===== src/rtl/mctrl_pkg.sv =====
// ============================================================================
// mctrl_pkg : state encodings, opcode/funct values and select codes
//             shared by the multi-cycle MIPS control unit.
// Revision  : 1.0  initial release
// ============================================================================
`default_nettype none

package mctrl_pkg;

   typedef enum logic [3:0] {
      S_IF      = 4'd0,
      S_ID      = 4'd1,
      S_MEM_ADR = 4'd2,
      S_MEM_RD  = 4'd3,
      S_MEM_WB  = 4'd4,
      S_MEM_WR  = 4'd5,
      S_R_EX    = 4'd6,
      S_R_WB    = 4'd7,
      S_BEQ     = 4'd8,
      S_JMP     = 4'd9,
      S_I_EX    = 4'd10,
      S_I_WB    = 4'd11
   } state_t;

   localparam logic [5:0] OP_RTYPE = 6'h00;
   localparam logic [5:0] OP_LW    = 6'h23;
   localparam logic [5:0] OP_SW    = 6'h2B;
   localparam logic [5:0] OP_BEQ   = 6'h04;
   localparam logic [5:0] OP_J     = 6'h02;
   localparam logic [5:0] OP_ADDI  = 6'h08;
   localparam logic [5:0] OP_ANDI  = 6'h0C;
   localparam logic [5:0] OP_ORI   = 6'h0D;
   localparam logic [5:0] OP_SLTI  = 6'h0A;

   localparam logic [5:0] FUN_ADD = 6'h20;
   localparam logic [5:0] FUN_SUB = 6'h22;
   localparam logic [5:0] FUN_AND = 6'h24;
   localparam logic [5:0] FUN_OR  = 6'h25;
   localparam logic [5:0] FUN_XOR = 6'h26;
   localparam logic [5:0] FUN_NOR = 6'h27;
   localparam logic [5:0] FUN_SLT = 6'h2A;

   localparam logic [2:0] ALU_AND = 3'b000;
   localparam logic [2:0] ALU_OR  = 3'b001;
   localparam logic [2:0] ALU_ADD = 3'b010;
   localparam logic [2:0] ALU_XOR = 3'b011;
   localparam logic [2:0] ALU_NOR = 3'b100;
   localparam logic [2:0] ALU_SUB = 3'b110;
   localparam logic [2:0] ALU_SLT = 3'b111;

   localparam logic [1:0] SRCB_RT     = 2'b00;
   localparam logic [1:0] SRCB_FOUR   = 2'b01;
   localparam logic [1:0] SRCB_IMM    = 2'b10;
   localparam logic [1:0] SRCB_IMM_SH = 2'b11;

   localparam logic [1:0] PCSRC_ALU    = 2'b00;
   localparam logic [1:0] PCSRC_ALUOUT = 2'b01;
   localparam logic [1:0] PCSRC_JUMP   = 2'b10;

   // States that wait on the memory handshake and feed the stall watchdog
   function automatic logic is_wait_state(input state_t s);
      return (s == S_IF) || (s == S_MEM_RD) || (s == S_MEM_WR);
   endfunction

   function automatic logic [2:0] itype_alu(input logic [5:0] op);
      case (op)
         OP_ANDI: return ALU_AND;
         OP_ORI:  return ALU_OR;
         OP_SLTI: return ALU_SLT;
         default: return ALU_ADD;
      endcase
   endfunction

endpackage

`default_nettype wire


===== src/rtl/mcycle_ctrl_if.sv =====
// ============================================================================
// mcycle_ctrl_if : control-unit <-> datapath/memory signal bundle.
// Revision       : 1.0  initial release
// ============================================================================
`default_nettype none

interface mcycle_ctrl_if;
   logic [5:0] OP;
   logic [5:0] Fun;
   logic       zero;
   logic       mem_ready;
   logic       PCWrite;
   logic       PCWriteCond;
   logic       IorD;
   logic       MemRead;
   logic       MemWrite;
   logic       IRWrite;
   logic       MemtoReg;
   logic       RegDst;
   logic       RegWrite;
   logic       ALUSrcA;
   logic [1:0] ALUSrcB;
   logic [1:0] PCSource;
   logic [2:0] ALU_Control;
   logic [3:0] state;
   logic       inst_done;
   logic       illegal;
   logic       mem_timeout;

   modport slave (
      input  OP, Fun, zero, mem_ready,
      output PCWrite, PCWriteCond, IorD, MemRead, MemWrite, IRWrite,
             MemtoReg, RegDst, RegWrite, ALUSrcA, ALUSrcB, PCSource,
             ALU_Control, state, inst_done, illegal, mem_timeout
   );

   modport master (
      output OP, Fun, zero, mem_ready,
      input  PCWrite, PCWriteCond, IorD, MemRead, MemWrite, IRWrite,
             MemtoReg, RegDst, RegWrite, ALUSrcA, ALUSrcB, PCSource,
             ALU_Control, state, inst_done, illegal, mem_timeout
   );
endinterface

`default_nettype wire


===== src/rtl/mcycle_ctrl_alu_fun_decode.sv =====
// ============================================================================
// alu_fun_decode : R-type funct field -> ALU_Control with a validity flag.
// Revision       : 1.0  initial release
// ============================================================================
`default_nettype none

module alu_fun_decode
   import mctrl_pkg::*;
(
   input  logic [5:0] fun,
   output logic [2:0] alu_ctl,
   output logic       valid
);

   always_comb begin
      alu_ctl = ALU_ADD;
      valid   = 1'b1;
      case (fun)
         FUN_ADD: alu_ctl = ALU_ADD;
         FUN_SUB: alu_ctl = ALU_SUB;
         FUN_AND: alu_ctl = ALU_AND;
         FUN_OR:  alu_ctl = ALU_OR;
         FUN_XOR: alu_ctl = ALU_XOR;
         FUN_NOR: alu_ctl = ALU_NOR;
         FUN_SLT: alu_ctl = ALU_SLT;
         default: valid   = 1'b0;
      endcase
   end

endmodule

`default_nettype wire


===== src/rtl/mcycle_ctrl.sv =====
// ============================================================================
// mcycle_ctrl : multi-cycle MIPS control FSM with memory-stall watchdog.
//               Define MCTRL_ITYPE_EN to add addi/andi/ori/slti support.
// Revision    : 1.0  initial release
// ============================================================================
`default_nettype none

module mcycle_ctrl
   import mctrl_pkg::*;
#(
   parameter int MEM_WAIT_MAX = 15
)(
   input  logic            clk,
   input  logic            rst,
   mcycle_ctrl_if.slave    bus
);

   state_t     r_state;
   state_t     w_next;
   logic [2:0] w_fun_alu;
   logic       w_fun_valid;
   logic       w_stall;
   logic       w_timeout;

   alu_fun_decode u_fun_dec (
      .fun     (bus.Fun),
      .alu_ctl (w_fun_alu),
      .valid   (w_fun_valid)
   );

   always_ff @(posedge clk or negedge rst) begin
      if (!rst) r_state <= S_IF;
      else      r_state <= w_next;
   end

   // A stall is exactly the condition under which the state holds
   assign w_stall = is_wait_state(r_state) && !bus.mem_ready;

   generate
      if (MEM_WAIT_MAX > 0) begin : g_wdog
         localparam int             CW    = $clog2(MEM_WAIT_MAX + 1);
         localparam logic [CW-1:0]  C_MAX = CW'(MEM_WAIT_MAX);
         logic [CW-1:0] r_cnt;

         always_ff @(posedge clk or negedge rst) begin
            if (!rst)               r_cnt <= '0;
            else if (!w_stall)      r_cnt <= '0;
            else if (r_cnt != C_MAX) r_cnt <= r_cnt + 1'b1;
         end

         assign w_timeout = w_stall && (r_cnt == C_MAX - 1'b1);
      end else begin : g_no_wdog
         assign w_timeout = 1'b0;
      end
   endgenerate

   assign bus.mem_timeout = w_timeout & rst;
   assign bus.state       = r_state;

   always_comb begin
      w_next          = r_state;
      bus.PCWrite     = 1'b0;
      bus.PCWriteCond = 1'b0;
      bus.IorD        = 1'b0;
      bus.MemRead     = 1'b0;
      bus.MemWrite    = 1'b0;
      bus.IRWrite     = 1'b0;
      bus.MemtoReg    = 1'b0;
      bus.RegDst      = 1'b0;
      bus.RegWrite    = 1'b0;
      bus.ALUSrcA     = 1'b0;
      bus.ALUSrcB     = SRCB_RT;
      bus.PCSource    = PCSRC_ALU;
      bus.ALU_Control = ALU_AND;
      bus.inst_done   = 1'b0;
      bus.illegal     = 1'b0;
      case (r_state)
         S_IF: begin
            bus.MemRead     = 1'b1;
            bus.ALUSrcB     = SRCB_FOUR;
            bus.ALU_Control = ALU_ADD;
            // Fetch writes stay off while reset is held, even with memory ready
            bus.IRWrite     = bus.mem_ready & rst;
            bus.PCWrite     = bus.mem_ready & rst;
            if (bus.mem_ready) w_next = S_ID;
         end
         S_ID: begin
            bus.ALUSrcB     = SRCB_IMM_SH;
            bus.ALU_Control = ALU_ADD;
            case (bus.OP)
               OP_LW, OP_SW: w_next = S_MEM_ADR;
               OP_RTYPE:     w_next = S_R_EX;
               OP_BEQ:       w_next = S_BEQ;
               OP_J:         w_next = S_JMP;
`ifdef MCTRL_ITYPE_EN
               OP_ADDI, OP_ANDI, OP_ORI, OP_SLTI: w_next = S_I_EX;
`endif
               default: begin
                  bus.illegal = 1'b1;
                  w_next      = S_IF;
               end
            endcase
         end
         S_MEM_ADR: begin
            bus.ALUSrcA     = 1'b1;
            bus.ALUSrcB     = SRCB_IMM;
            bus.ALU_Control = ALU_ADD;
            w_next          = (bus.OP == OP_LW) ? S_MEM_RD : S_MEM_WR;
         end
         S_MEM_RD: begin
            bus.MemRead = 1'b1;
            bus.IorD    = 1'b1;
            if (bus.mem_ready) w_next = S_MEM_WB;
         end
         S_MEM_WB: begin
            bus.RegWrite  = 1'b1;
            bus.MemtoReg  = 1'b1;
            bus.inst_done = 1'b1;
            w_next        = S_IF;
         end
         S_MEM_WR: begin
            bus.MemWrite = 1'b1;
            bus.IorD     = 1'b1;
            if (bus.mem_ready) begin
               bus.inst_done = 1'b1;
               w_next        = S_IF;
            end
         end
         S_R_EX: begin
            bus.ALUSrcA     = 1'b1;
            bus.ALUSrcB     = SRCB_RT;
            bus.ALU_Control = w_fun_alu;
            if (w_fun_valid) begin
               w_next = S_R_WB;
            end else begin
               bus.illegal = 1'b1;
               w_next      = S_IF;
            end
         end
         S_R_WB: begin
            bus.RegWrite  = 1'b1;
            bus.RegDst    = 1'b1;
            bus.inst_done = 1'b1;
            w_next        = S_IF;
         end
         S_BEQ: begin
            bus.ALUSrcA     = 1'b1;
            bus.ALUSrcB     = SRCB_RT;
            bus.ALU_Control = ALU_SUB;
            bus.PCWriteCond = 1'b1;
            bus.PCSource    = PCSRC_ALUOUT;
            bus.inst_done   = 1'b1;
            w_next          = S_IF;
         end
         S_JMP: begin
            bus.PCWrite   = 1'b1;
            bus.PCSource  = PCSRC_JUMP;
            bus.inst_done = 1'b1;
            w_next        = S_IF;
         end
`ifdef MCTRL_ITYPE_EN
         S_I_EX: begin
            bus.ALUSrcA     = 1'b1;
            bus.ALUSrcB     = SRCB_IMM;
            bus.ALU_Control = itype_alu(bus.OP);
            w_next          = S_I_WB;
         end
         S_I_WB: begin
            bus.RegWrite  = 1'b1;
            bus.inst_done = 1'b1;
            w_next        = S_IF;
         end
`endif
         default: w_next = S_IF;
      endcase
   end

endmodule

`default_nettype wire


===== src/flat_wrapper.sv =====
// flat-port wrapper written by rule: the top's interface ports become plain ports
module mcycle_ctrl_flat import mctrl_pkg::*;
#(
   parameter int MEM_WAIT_MAX = 15
)
  (clk, rst, bus_OP, bus_Fun, bus_zero, bus_mem_ready, bus_PCWrite, bus_PCWriteCond, bus_IorD, bus_MemRead, bus_MemWrite, bus_IRWrite, bus_MemtoReg, bus_RegDst, bus_RegWrite, bus_ALUSrcA, bus_ALUSrcB, bus_PCSource, bus_ALU_Control, bus_state, bus_inst_done, bus_illegal, bus_mem_timeout);
  mcycle_ctrl_if bus_i ();
  input  logic clk;
  input  logic rst;
  input wire logic [$bits(bus_i.OP)-1:0] bus_OP;
  input wire logic [$bits(bus_i.Fun)-1:0] bus_Fun;
  input wire logic [$bits(bus_i.zero)-1:0] bus_zero;
  input wire logic [$bits(bus_i.mem_ready)-1:0] bus_mem_ready;
  output wire logic [$bits(bus_i.PCWrite)-1:0] bus_PCWrite;
  output wire logic [$bits(bus_i.PCWriteCond)-1:0] bus_PCWriteCond;
  output wire logic [$bits(bus_i.IorD)-1:0] bus_IorD;
  output wire logic [$bits(bus_i.MemRead)-1:0] bus_MemRead;
  output wire logic [$bits(bus_i.MemWrite)-1:0] bus_MemWrite;
  output wire logic [$bits(bus_i.IRWrite)-1:0] bus_IRWrite;
  output wire logic [$bits(bus_i.MemtoReg)-1:0] bus_MemtoReg;
  output wire logic [$bits(bus_i.RegDst)-1:0] bus_RegDst;
  output wire logic [$bits(bus_i.RegWrite)-1:0] bus_RegWrite;
  output wire logic [$bits(bus_i.ALUSrcA)-1:0] bus_ALUSrcA;
  output wire logic [$bits(bus_i.ALUSrcB)-1:0] bus_ALUSrcB;
  output wire logic [$bits(bus_i.PCSource)-1:0] bus_PCSource;
  output wire logic [$bits(bus_i.ALU_Control)-1:0] bus_ALU_Control;
  output wire logic [$bits(bus_i.state)-1:0] bus_state;
  output wire logic [$bits(bus_i.inst_done)-1:0] bus_inst_done;
  output wire logic [$bits(bus_i.illegal)-1:0] bus_illegal;
  output wire logic [$bits(bus_i.mem_timeout)-1:0] bus_mem_timeout;
  assign bus_i.OP = bus_OP;
  assign bus_i.Fun = bus_Fun;
  assign bus_i.zero = bus_zero;
  assign bus_i.mem_ready = bus_mem_ready;
  assign bus_PCWrite = bus_i.PCWrite;
  assign bus_PCWriteCond = bus_i.PCWriteCond;
  assign bus_IorD = bus_i.IorD;
  assign bus_MemRead = bus_i.MemRead;
  assign bus_MemWrite = bus_i.MemWrite;
  assign bus_IRWrite = bus_i.IRWrite;
  assign bus_MemtoReg = bus_i.MemtoReg;
  assign bus_RegDst = bus_i.RegDst;
  assign bus_RegWrite = bus_i.RegWrite;
  assign bus_ALUSrcA = bus_i.ALUSrcA;
  assign bus_ALUSrcB = bus_i.ALUSrcB;
  assign bus_PCSource = bus_i.PCSource;
  assign bus_ALU_Control = bus_i.ALU_Control;
  assign bus_state = bus_i.state;
  assign bus_inst_done = bus_i.inst_done;
  assign bus_illegal = bus_i.illegal;
  assign bus_mem_timeout = bus_i.mem_timeout;
  mcycle_ctrl #(.MEM_WAIT_MAX(MEM_WAIT_MAX)) u_core (.clk(clk), .rst(rst), .bus(bus_i));
endmodule

===== config.mk =====
export PLATFORM = sky130hd
export DESIGN_NAME = mcycle_ctrl_flat
export DESIGN_NICKNAME = d
export VERILOG_FILES = /design/src/rtl/mctrl_pkg.sv /design/src/rtl/mcycle_ctrl_if.sv /design/src/rtl/mcycle_ctrl_alu_fun_decode.sv /design/src/rtl/mcycle_ctrl.sv /design/src/flat_wrapper.sv
export SDC_FILE = /design/constraint.sdc
export NUM_CORES = 1
export LEC_CHECK = 0
export BUFFER_PORTS_ARGS = -buffer_cell sky130_fd_sc_hd__buf_2
export CAP_MARGIN = 20
export CELL_PAD_IN_SITES_DETAIL_PLACEMENT = 1
export CELL_PAD_IN_SITES_GLOBAL_PLACEMENT = 1
export CORE_MARGIN = 3
export CORE_UTILIZATION = 34
export CTS_CLUSTER_SIZE = 28
export DETAILED_ROUTE_END_ITERATION = 12
export HOLD_SLACK_MARGIN = 0.15
export PLACE_DENSITY_LB_ADDON = 0.1
export SLEW_MARGIN = 20
export SYNTH_ARGS = -nofsm -noshare
export SYNTH_HDL_FRONTEND = slang
export SYNTH_SLANG_ARGS = --single-unit

===== constraint.sdc =====
create_clock -name clk -period 2.56 [get_ports clk]
set_input_delay 0.128 -clock clk [delete_from_list [all_inputs] [get_ports clk]]
set_output_delay 0.128 -clock clk [all_outputs]
set_load 0.02 [all_outputs]

* Word level (Yosys, flattened, before mapping) *
Cells that the tools add are included.

word-level totals
  output and inout bits = 24
  register bits = 8

cells by class
  eq/ne operators = 26
  bitwise logic cells = 2
  multiplexer cells = 29
  add/subtract/negate cells = 1
  reductions and logical operators = 17

operators by type and width
  cell                 number
  $eq 6x6->1 const B   9
  $pmux 4 s6           1
  $mux 4               5
  $pmux 3 s6           1
  $eq 4x3->1 const B   4
  $pmux 4 s4           1
  $mux 1               13
  $eq 4x4->1 const B   3
  $pmux 3 s3           1
  $eq 4x2->1 const B   2
  $ne 2x2->1 const B   4
  $reduce_or 2->1      4
  $reduce_or 7->1      1
  $eq 6x2->1 const B   1
  $eq 6x3->1 const B   1
  $logic_not 6->1      1
  $mux 3               2
  $pmux 1 s2           3
  $pmux 2 s3           1
  $reduce_or 3->1      2
  $reduce_or 5->1      1
  $add 4x1->4 const B  1
  $eq 4x1->1 const B   1
  $logic_not 4->1      1
  other kinds (8)      11

* Longest topological paths before layout *
Gate-level depths: netlist (run 1).

  depth after elaboration = 6
  gate-level depth with buffers = 5

* By module *
A second synthesis (run 1) with hierarchy kept.

second synthesis, totals
  cell total of the unflattened synthesis = 119
  area, all modules = 999.7 um2

modules (own cells, without submodules)
  module          sequential area each (um2)  area each (um2)  cells an instance  instances
  mcycle_ctrl     200.2                       898.4            105                1
  alu_fun_decode  0.0                         101.3            14                 1

* Worst setup path after synthesis (run 1) *
OpenSTA, ideal clock, no wires.

  path kind = register to output
  start = register u_core.r_state[3], in the netlist u_core.bus.state[3]
  end = output bus_PCWrite
  arrival time = 1.741 ns
  setup slack = 0.691 ns
  cell stages (with the launch flop) = 6
  data required time = 2.432 ns
  buffers on the path = 1
  cells stage by stage = dfrtp_1 > buf_2 > nor2_1 > nand3_1 > nor3_1 > or2_2

between the ends
  word-level cells in the longest chain between the ends = 2
  elaborated cells on any way between the ends = 3
  classes of those cells = 1 x eq/ne; 1 x mux; 1 x reduce/logical

ends and longest elaborated chain
  what                                                  RTL line            RTL
  from (decl)                                           mcycle_ctrl.sv:18   state_t r_state;
  from (signal assigned)                                mcycle_ctrl.sv:33   else r_state <= w_next;
  $eq 4x4->1 / $logic_not 4->1 (equally long branches)  mcycle_ctrl.sv:77   case (r_state)
  $pmux 1 s2 *                                          mcycle_ctrl.sv:77
  to (decl)                                             flat_wrapper.sv:14  output wire logic [$bits(bus_i.PCWrite)-1:0] bus_PCWrite;

Every way passes the cells marked *; elsewhere a longest branch is shown, timed or not.

* Final worst setup path (run 1) *
  start = register u_core.r_state[1], in the netlist u_core.bus.state[1]
  end = output bus_illegal

between the ends
  word-level cells in the longest chain between the ends = 2
  elaborated cells on any way between the ends = 3
  classes of those cells = 2 x eq/ne; 1 x mux

ends and longest elaborated chain
  what                                             RTL line            RTL
  $eq 4x3->1 / $eq 4x1->1 (equally long branches)  mcycle_ctrl.sv:77
  $pmux 1 s2 *                                     mcycle_ctrl.sv:77
  to (decl)                                        flat_wrapper.sv:29  output wire logic [$bits(bus_i.illegal)-1:0] bus_illegal;

Marks and branches as above.

==> key figures, run 1 <==
Status
  • Status: finished clean

Power
  • Net Sw Frac: 47.0%
  • Worst vdd ir: 0.516 mV
  • Int Pwr: 340 µW
  • Static Leak: 0.000513 µW
  • Cell area power density: 602 nW/µm²
  • Comb pwr share: 54.9%
  • Seq pwr share: 29.8%
  • Clk pwr share: 15.3%
  • P_sw: 301 µW

Flow run
  • Maxcap violations: 0

Die
  • Core box area: 2280 µm²
  • Die area: 3090 µm²
  • Initial core utilization: 36.7%
  • Row count: 17
  • I/O pins: 40
  • Chip width: 55.6 µm
  • Die Y: 55.6 µm

Synthesis
  • Sequential share of the synthesized area: 24.0%
  • Seq cells post-synth: 8
  • Post-synth top area share: 24.0%
  • Distinct cells, synth: 44
  • Ys async rst share: 100%
  • Syn Nets: 126
  • Synthesized cell area: 836 µm²
  • Post-synth EDFFs: 0
  • Ys flop type: dfrtp_1
  • Syn Inst Count: 108
  • Syn avg cell area: 7.74 µm²
  • Synth area leader: dfrtp_1
  • Synth Warn #: 0
  • Largest cells by area after synthesis: dfrtp_1 (24%), nor2_1 (5.4%), nand2b_1 (5.2%)

STA
  • Crit path time final: 2.17 ns
  • Hold Vio Cnt, Final: 0
  • Final period util: 84.8%
  • Setup violators final: 0
  • Fin Setup TNS: 0 ns
  • Clock Skew: 0.00752 ns
  • Final WS setup: 0.390 ns
  • Worst slew margin: 60.6%
  • Worst-Margin Slew: 0.591 ns
  • RSZ-0062 raised after global routing: no
  • F_max: 461 MHz
  • Final Max Slew Viols: 0

Finish
  • Most common cell after layout, fill and taps aside: buf_2
  • Design area: 1060 µm²
  • FILL cells: 310
  • Share of cells above drive strength 1: 36.8%
  • Most frequent cells in the layout: buf_2 (38), nor2_1 (12), nor3_1 (8), dfrtp_1 (8), nand2b_1 (7)
  • Area growth syn-to-layout: 27.4%
  • FF+latch area: 200 µm²
  • Multi-input logic area: 581 µm²
  • Antenna cell count: 0
  • Final #Nets: 164

Detailed routing
  • Total number of vias: 936
  • 1st-pass router iterations: 4
  • Vias/cell: 5.44
  • Post-DR wirelength/cell: 14.0 µm
  • Remaining antenna violation count: 0
  • WL final: 2.42 mm
  • Drt drc: 0
  • DR iter-0 viols: 16

Critical path
  • WP data required: 2.43 ns
  • Worst Path Max Fanout: 18
  • Reg2Reg Depth: 4
  • CP bufs+invs: 1
  • CP Capture Type: output port
  • Worst reg2reg endpoint: u_core.bus.state[0]
  • R2r startpoint: u_core.bus.state[1]
  • Crit-path leading delay family: simple AND/OR/NAND/NOR gates
  • Reg2reg setup slack: 0.92 ns
  • Worst Setup Path Type: flip-flop to output port
  • Chain of cells forming the critical path: nand2b_1 -> or4_1 -> o31ai_1 -> buf_2
  • Slowest cell delay on critical path: 0.58 ns
  • Critical Path Source Type: flip-flop
  • Slowest-stage cell, CP: dfrtp_1
  • Crit path DAT: 2.04 ns

Place
  • Placed cell area: 1030 µm²
  • Dpl ws: 0.671 ns
  • RePlAce Congestion: 0.757
  • DP HPWL: 2.00 mm
  • I/O Buffers: 38

Clock network
  • Clk root buf: clkbuf_4
  • Worst-path clk slew: 0.06 ns
  • CTS resizes: 0
  • # clock sinks: 8
  • CTS buffer count: 3
  • Setup repair bufs after CTS: 0
  • Worst-Skew Late Latency: 0.26 ns
  • Clk buf depth: 2
  • Hold_buf cts: 1
  • CTS tree: built
  • H-tree depth: 1

Global routing
  • First-pass GRT wire length: 4.26 mm
  • Vias in the first global route: 920
  • Initial antenna violation count: 0
  • Largest net degree at the start of global routing: 19
  • GR Util All Layers: 16.4%
  • Global-route congestion overflow total: 0

Hold path
  • Worst hold path type: primary input to flip-flop
  • Worst hold path depth: 3
  • WHS Endpoint: u_core.bus.state[3]
  • Min-delay src: bus_OP[4]
==> metal layers <==
metal / part of all wire (%) / global-route usage (%) / up-vias
li1: - / - / 469
met1: 46 / 22.5 / 441
met2: 48 / 26.4 / 26
met3: 5.8 / 4.64 / 0
met4: 0 / 2.08 / 0
met5: 0 / 0 / -
==> final cells by class <==
cell class                 count  area share, %
sequential                     8           18.8
inverter                       5           1.76
tap                           28           3.29
multi-input combinational     88           54.5
clock buffer                   3           2.12
timing repair buffer          40           19.5
==> synthesized netlist by cell type, drive strengths merged, types with 2 or more instances <==
cell,count
a22oi,2
nor3b,2
dfrtp,8
ha,2
o21ai,2
inv,5
nor2,13
nand2b,7
nor3,9
a31oi,2
nor2b,3
or2,4
buf,6
nand2,4
nand3,6
o41ai,2
xnor2,4
or4,3
nor4b,2
a21oi,3
==> stage by stage <==
step | power, µW | hold WS [ns] | util (%) | cells
4_1_cts | 648 | 0.198 | 46.8 | 172
6_report | 641 | 0.203 | 46.8 | 172
3_5_place_dp | 546 | -0.00495 | 45.4 | 168
5_1_grt | 701 | 0.218 | 46.8 | 172
3_3_place_gp | 534 | -0.00853 | 45.4 | 168
2_1_floorplan | 432 | -0.168 | - | 108
==> tightest hold or removal path, delay by kind of cell <==
kind / cells / cell delay [ns]
simple gates: 2 / 0.21
buf+inv: 1 / 0.09
==> cells by family after synthesis <==
family / count (synthesis) / share of synthesized area, %
and+or+nand+nor: 59 / 40.3
AOI/OAI and AO/OA: 20 / 18.4
buffers and inverters: 12 / 6.59
DFF: 8 / 24.0
xor gates and xnor gates: 5 / 5.24
adders and majority gates: 3 / 4.19
muxes: 1 / 1.35
==> power groups by stage <==
stage	Clock, µW	Sequential (µW)	Combinational, µW
finish	98.2	191	352
global route	110	201	390
CTS	101	191	356
detailed placement	0	193	353
global placement	0	191	343
floorplan	0	177	255
==> state kept, by name, indices dropped and copies added (netlist names) <==
name                 cells
u_core.g_wdog.r_cnt      4
u_core.bus.state         4
==> how the worst max path moves through the flow <==
stage | start | endpoint | slack, ns | cells past startpoint
floorplan | u_core.bus.state[3] | bus_PCWrite | 0.69 | 5
global placement | u_core.bus.state[1] | bus_illegal | 0.71 | 4
detailed placement | u_core.bus.state[1] | bus_illegal | 0.67 | 4
CTS | u_core.bus.state[1] | bus_illegal | 0.39 | 4
global route | u_core.bus.state[1] | bus_illegal | 0.24 | 4
finish | u_core.bus.state[1] | bus_illegal | 0.39 | 4
(Power assumes the default switching activity.)
==> run 2: changes to the inputs <==
Settings changed: CORE_UTILIZATION 34 to 31.
Clock period 2.56 ns to 2.3 ns, I/O delays scaled along.
==> run 2 against run 1 <==
  * Setup slack worse by 0.14 ns
  * Power is 12% higher
  * Combinational power is 12% higher
  * Register-to-register slack worse by 0.21 ns
  * Core utilization is 4.2 points lower
  * Hold slack worse by 0.0049 ns
  * First-iteration DRC count is 81% higher
  * Critical endpoint unchanged
  * Largest power group unchanged
  * Highest routed layer is now met4
==> key figures, run 2 (synthesis gave the netlist of run 1 again) <==
Detailed routing
  • DR iter-0 viols: 29 (+13)
  • Remaining antenna violation count: 0 (unchanged)
  • Drt drc: 0 (unchanged)
  • 1st-pass router iterations: 4 (unchanged)
  • Vias/cell: 5.30 (-2.7%)
  • WL final: 2.44 mm (+0.95%)
  • Total number of vias: 927 (-0.96%)
  • Post-DR wirelength/cell: 13.9 µm (-0.78%)

STA
  • RSZ-0062 raised after global routing: no
  • Final WS setup: 0.251 ns (-0.139 ns)
  • Final Max Slew Viols: 0 (unchanged)
  • Worst slew margin: 56.9% (-3.7 points)
  • Clock Skew: 0.00646 ns (-0.00105 ns)
  • Fin Setup TNS: 0 ns (unchanged)
  • Hold Vio Cnt, Final: 0 (unchanged)
  • F_max: 488 MHz
  • Worst-Margin Slew: 0.646 ns (+0.0552 ns)
  • Hold WS: 0.198 ns (-0.00486 ns)
  • Final period util: 89.1%
  • Setup violators final: 0 (unchanged)
  • Crit path time final: 2.05 ns

Global routing
  • Global-route congestion overflow total: 0 (unchanged)
  • GR Util All Layers: 16.1% (-0.30 points)
  • Largest net degree at the start of global routing: 18 (-1)
  • First-pass GRT wire length: 4.30 mm (+0.96%)
  • Initial antenna violation count: 0 (unchanged)
  • Vias in the first global route: 943 (+2.5%)

Clock network
  • # clock sinks: 8 (unchanged)
  • CTS resizes: 0 (unchanged)
  • CTS tree: built
  • H-tree depth: 1 (unchanged)
  • Clk buf depth: 2 (unchanged)
  • Clk root buf: clkbuf_4
  • Worst-path clk slew: 0.05 ns (about the same)
  • CTS buffer count: 3 (unchanged)
  • Setup repair bufs after CTS: 0 (unchanged)
  • Worst-Skew Late Latency: 0.26 ns (about the same)

Finish
  • Antenna cell count: 0 (unchanged)
  • Most common cell after layout, fill and taps aside: buf_2
  • FILL cells: 341 (+10%)
  • Most frequent cells in the layout: buf_2 (38), nor2_1 (12), nor3_1 (8), dfrtp_1 (8), nand2b_1 (7)
  • Multi-input logic area: 581 µm² (unchanged)
  • Final #Nets: 165 (+0.61%)
  • Area growth syn-to-layout: 28.6%
  • Non-Filler Instances: 175 (+1.7%)
  • Share of cells above drive strength 1: 37.2% (+0.44 points)
  • FF+latch area: 200 µm² (unchanged)

Die
  • Die area: 3360 µm² (+8.6%)
  • Chip width: 57.9 µm (+4.2%)
  • Core box area: 2520 µm² (+11%)
  • I/O pins: 40 (unchanged)
  • Row count: 18 (+1)
  • Initial core utilization: 33.1% (-3.6 points)
  • Die Y: 57.9 µm (+4.2%)

Critical path
  • Slowest cell delay on critical path: 0.53 ns (-0.05 ns)
  • Crit-path leading delay family: simple AND/OR/NAND/NOR gates
  • Chain of cells forming the critical path: or2_4 -> or4_1 -> o31ai_1 -> buf_2
  • R2r startpoint: u_core.bus.state[3]
  • Reg2Reg Depth: 3 (-1)
  • Reg2reg setup slack: 0.71 ns (-0.21 ns)
  • CP bufs+invs: 1 (unchanged)
  • Slowest-stage cell, CP: or4_1
  • CP Capture Type: output port
  • Critical Path Source Type: flip-flop
  • Worst reg2reg endpoint: u_core.g_wdog.r_cnt[2]
  • WP data required: 2.18 ns (-0.25 ns)
  • Crit path DAT: 1.93 ns (-0.11 ns)
  • Worst Path Max Fanout: 13 (-5)
  • Worst Setup Path Type: flip-flop to output port

Status
  • Status: finished clean

Hold path
  • WHS Endpoint: u_core.bus.state[3]
  • Worst hold path type: primary input to flip-flop
  • Min-delay src: bus_OP[4]
  • Worst hold path depth: 3 (unchanged)

Power
  • Clk pwr share: 15.5% (+0.2 points)
  • Seq pwr share: 29.6% (-0.2 points)
  • Net Sw Frac: 47.0% (-0.058 points)
  • Comb pwr share: 55.0% (about the same)
  • Cell area power density: 665 nW/µm² (+11%)
  • Worst vdd ir: 0.352 mV (-32%)
  • Static Leak: 0.000518 µW (+1.1%)
  • P_sw: 336 µW (+11%)
  • Int Pwr: 379 µW (+12%)

Place
  • DP HPWL: 1.96 mm (-2.0%)
  • Dpl ws: 0.499 ns (-0.172 ns)
  • I/O Buffers: 38 (unchanged)
  • RePlAce Congestion: 0.808 (+6.7%)
  • Dpl cells: 171 (+1.8%)

Flow run
  • Maxcap violations: 0 (unchanged)
[run 2: worst max path at each step]
stage	from	endpoint	slack, ns	cells past startpoint
floorplan	u_core.bus.state[3]	bus_PCWrite	0.44	5
global placement	u_core.bus.state[3]	bus_illegal	0.52	4
detailed placement	u_core.bus.state[3]	bus_illegal	0.50	4
CTS	u_core.bus.state[3]	bus_illegal	0.22	4
finish	u_core.bus.state[3]	bus_illegal	0.25	4
global route	u_core.bus.state[0]	bus_ALU_Control[0]	0.16	5
[run 2: per-stage QoR]
| step | area, µm² | util [%] | total power, µW |
|---|---|---|---|
| final | 1070 | 42.6 | 715 |
| after global routing | 1070 | 42.6 | 784 |
| after CTS | 1070 | 42.6 | 728 |
| after detailed placement | 1040 | 41.3 | 610 |
| after global placement | 1040 | 41.3 | 603 |
| after floorplan | 836 | - | 480 |
[run 2: area by class of cell]
type	count	share of cell area [%]
well taps	30	3.49
flip-flops and latches	8	18.6
inverters	5	1.75
multi-input cells	88	54.0
repair buffers	41	20.0
clock buffers	3	2.10
[run 2: worst min-delay path: stages]
cell and delay, ns:
buf_2 0.09, nor3_1 0.06, and2_1 0.15
[run 2: routing by layer]
| layer | track usage (%) | vias up | wire [µm] |
|---|---|---|---|
| li1 | - | 469 | - |
| met1 | 20.3 | 432 | 1120 |
| met2 | 27.6 | 22 | 1170 |
| met3 | 3.34 | 4 | 118 |
| met4 | 4.97 | 0 | 25 |
| met5 | 0 | - | 0 |
[run 2: timing repair]
item,CTS,global route
hold buffers,1,0
setup endpoints to repair,0,0
hold endpoints to repair,8,0
[run 2: power by group through the flow]
stage / Clock, µW / Sequential, µW / Combinational (µW)
6_report: 111 / 212 / 393
5_1_grt: 127 / 219 / 438
4_1_cts: 116 / 212 / 400
3_5_place_dp: 0 / 214 / 396
3_3_place_gp: 0 / 214 / 389
2_1_floorplan: 0 / 197 / 284
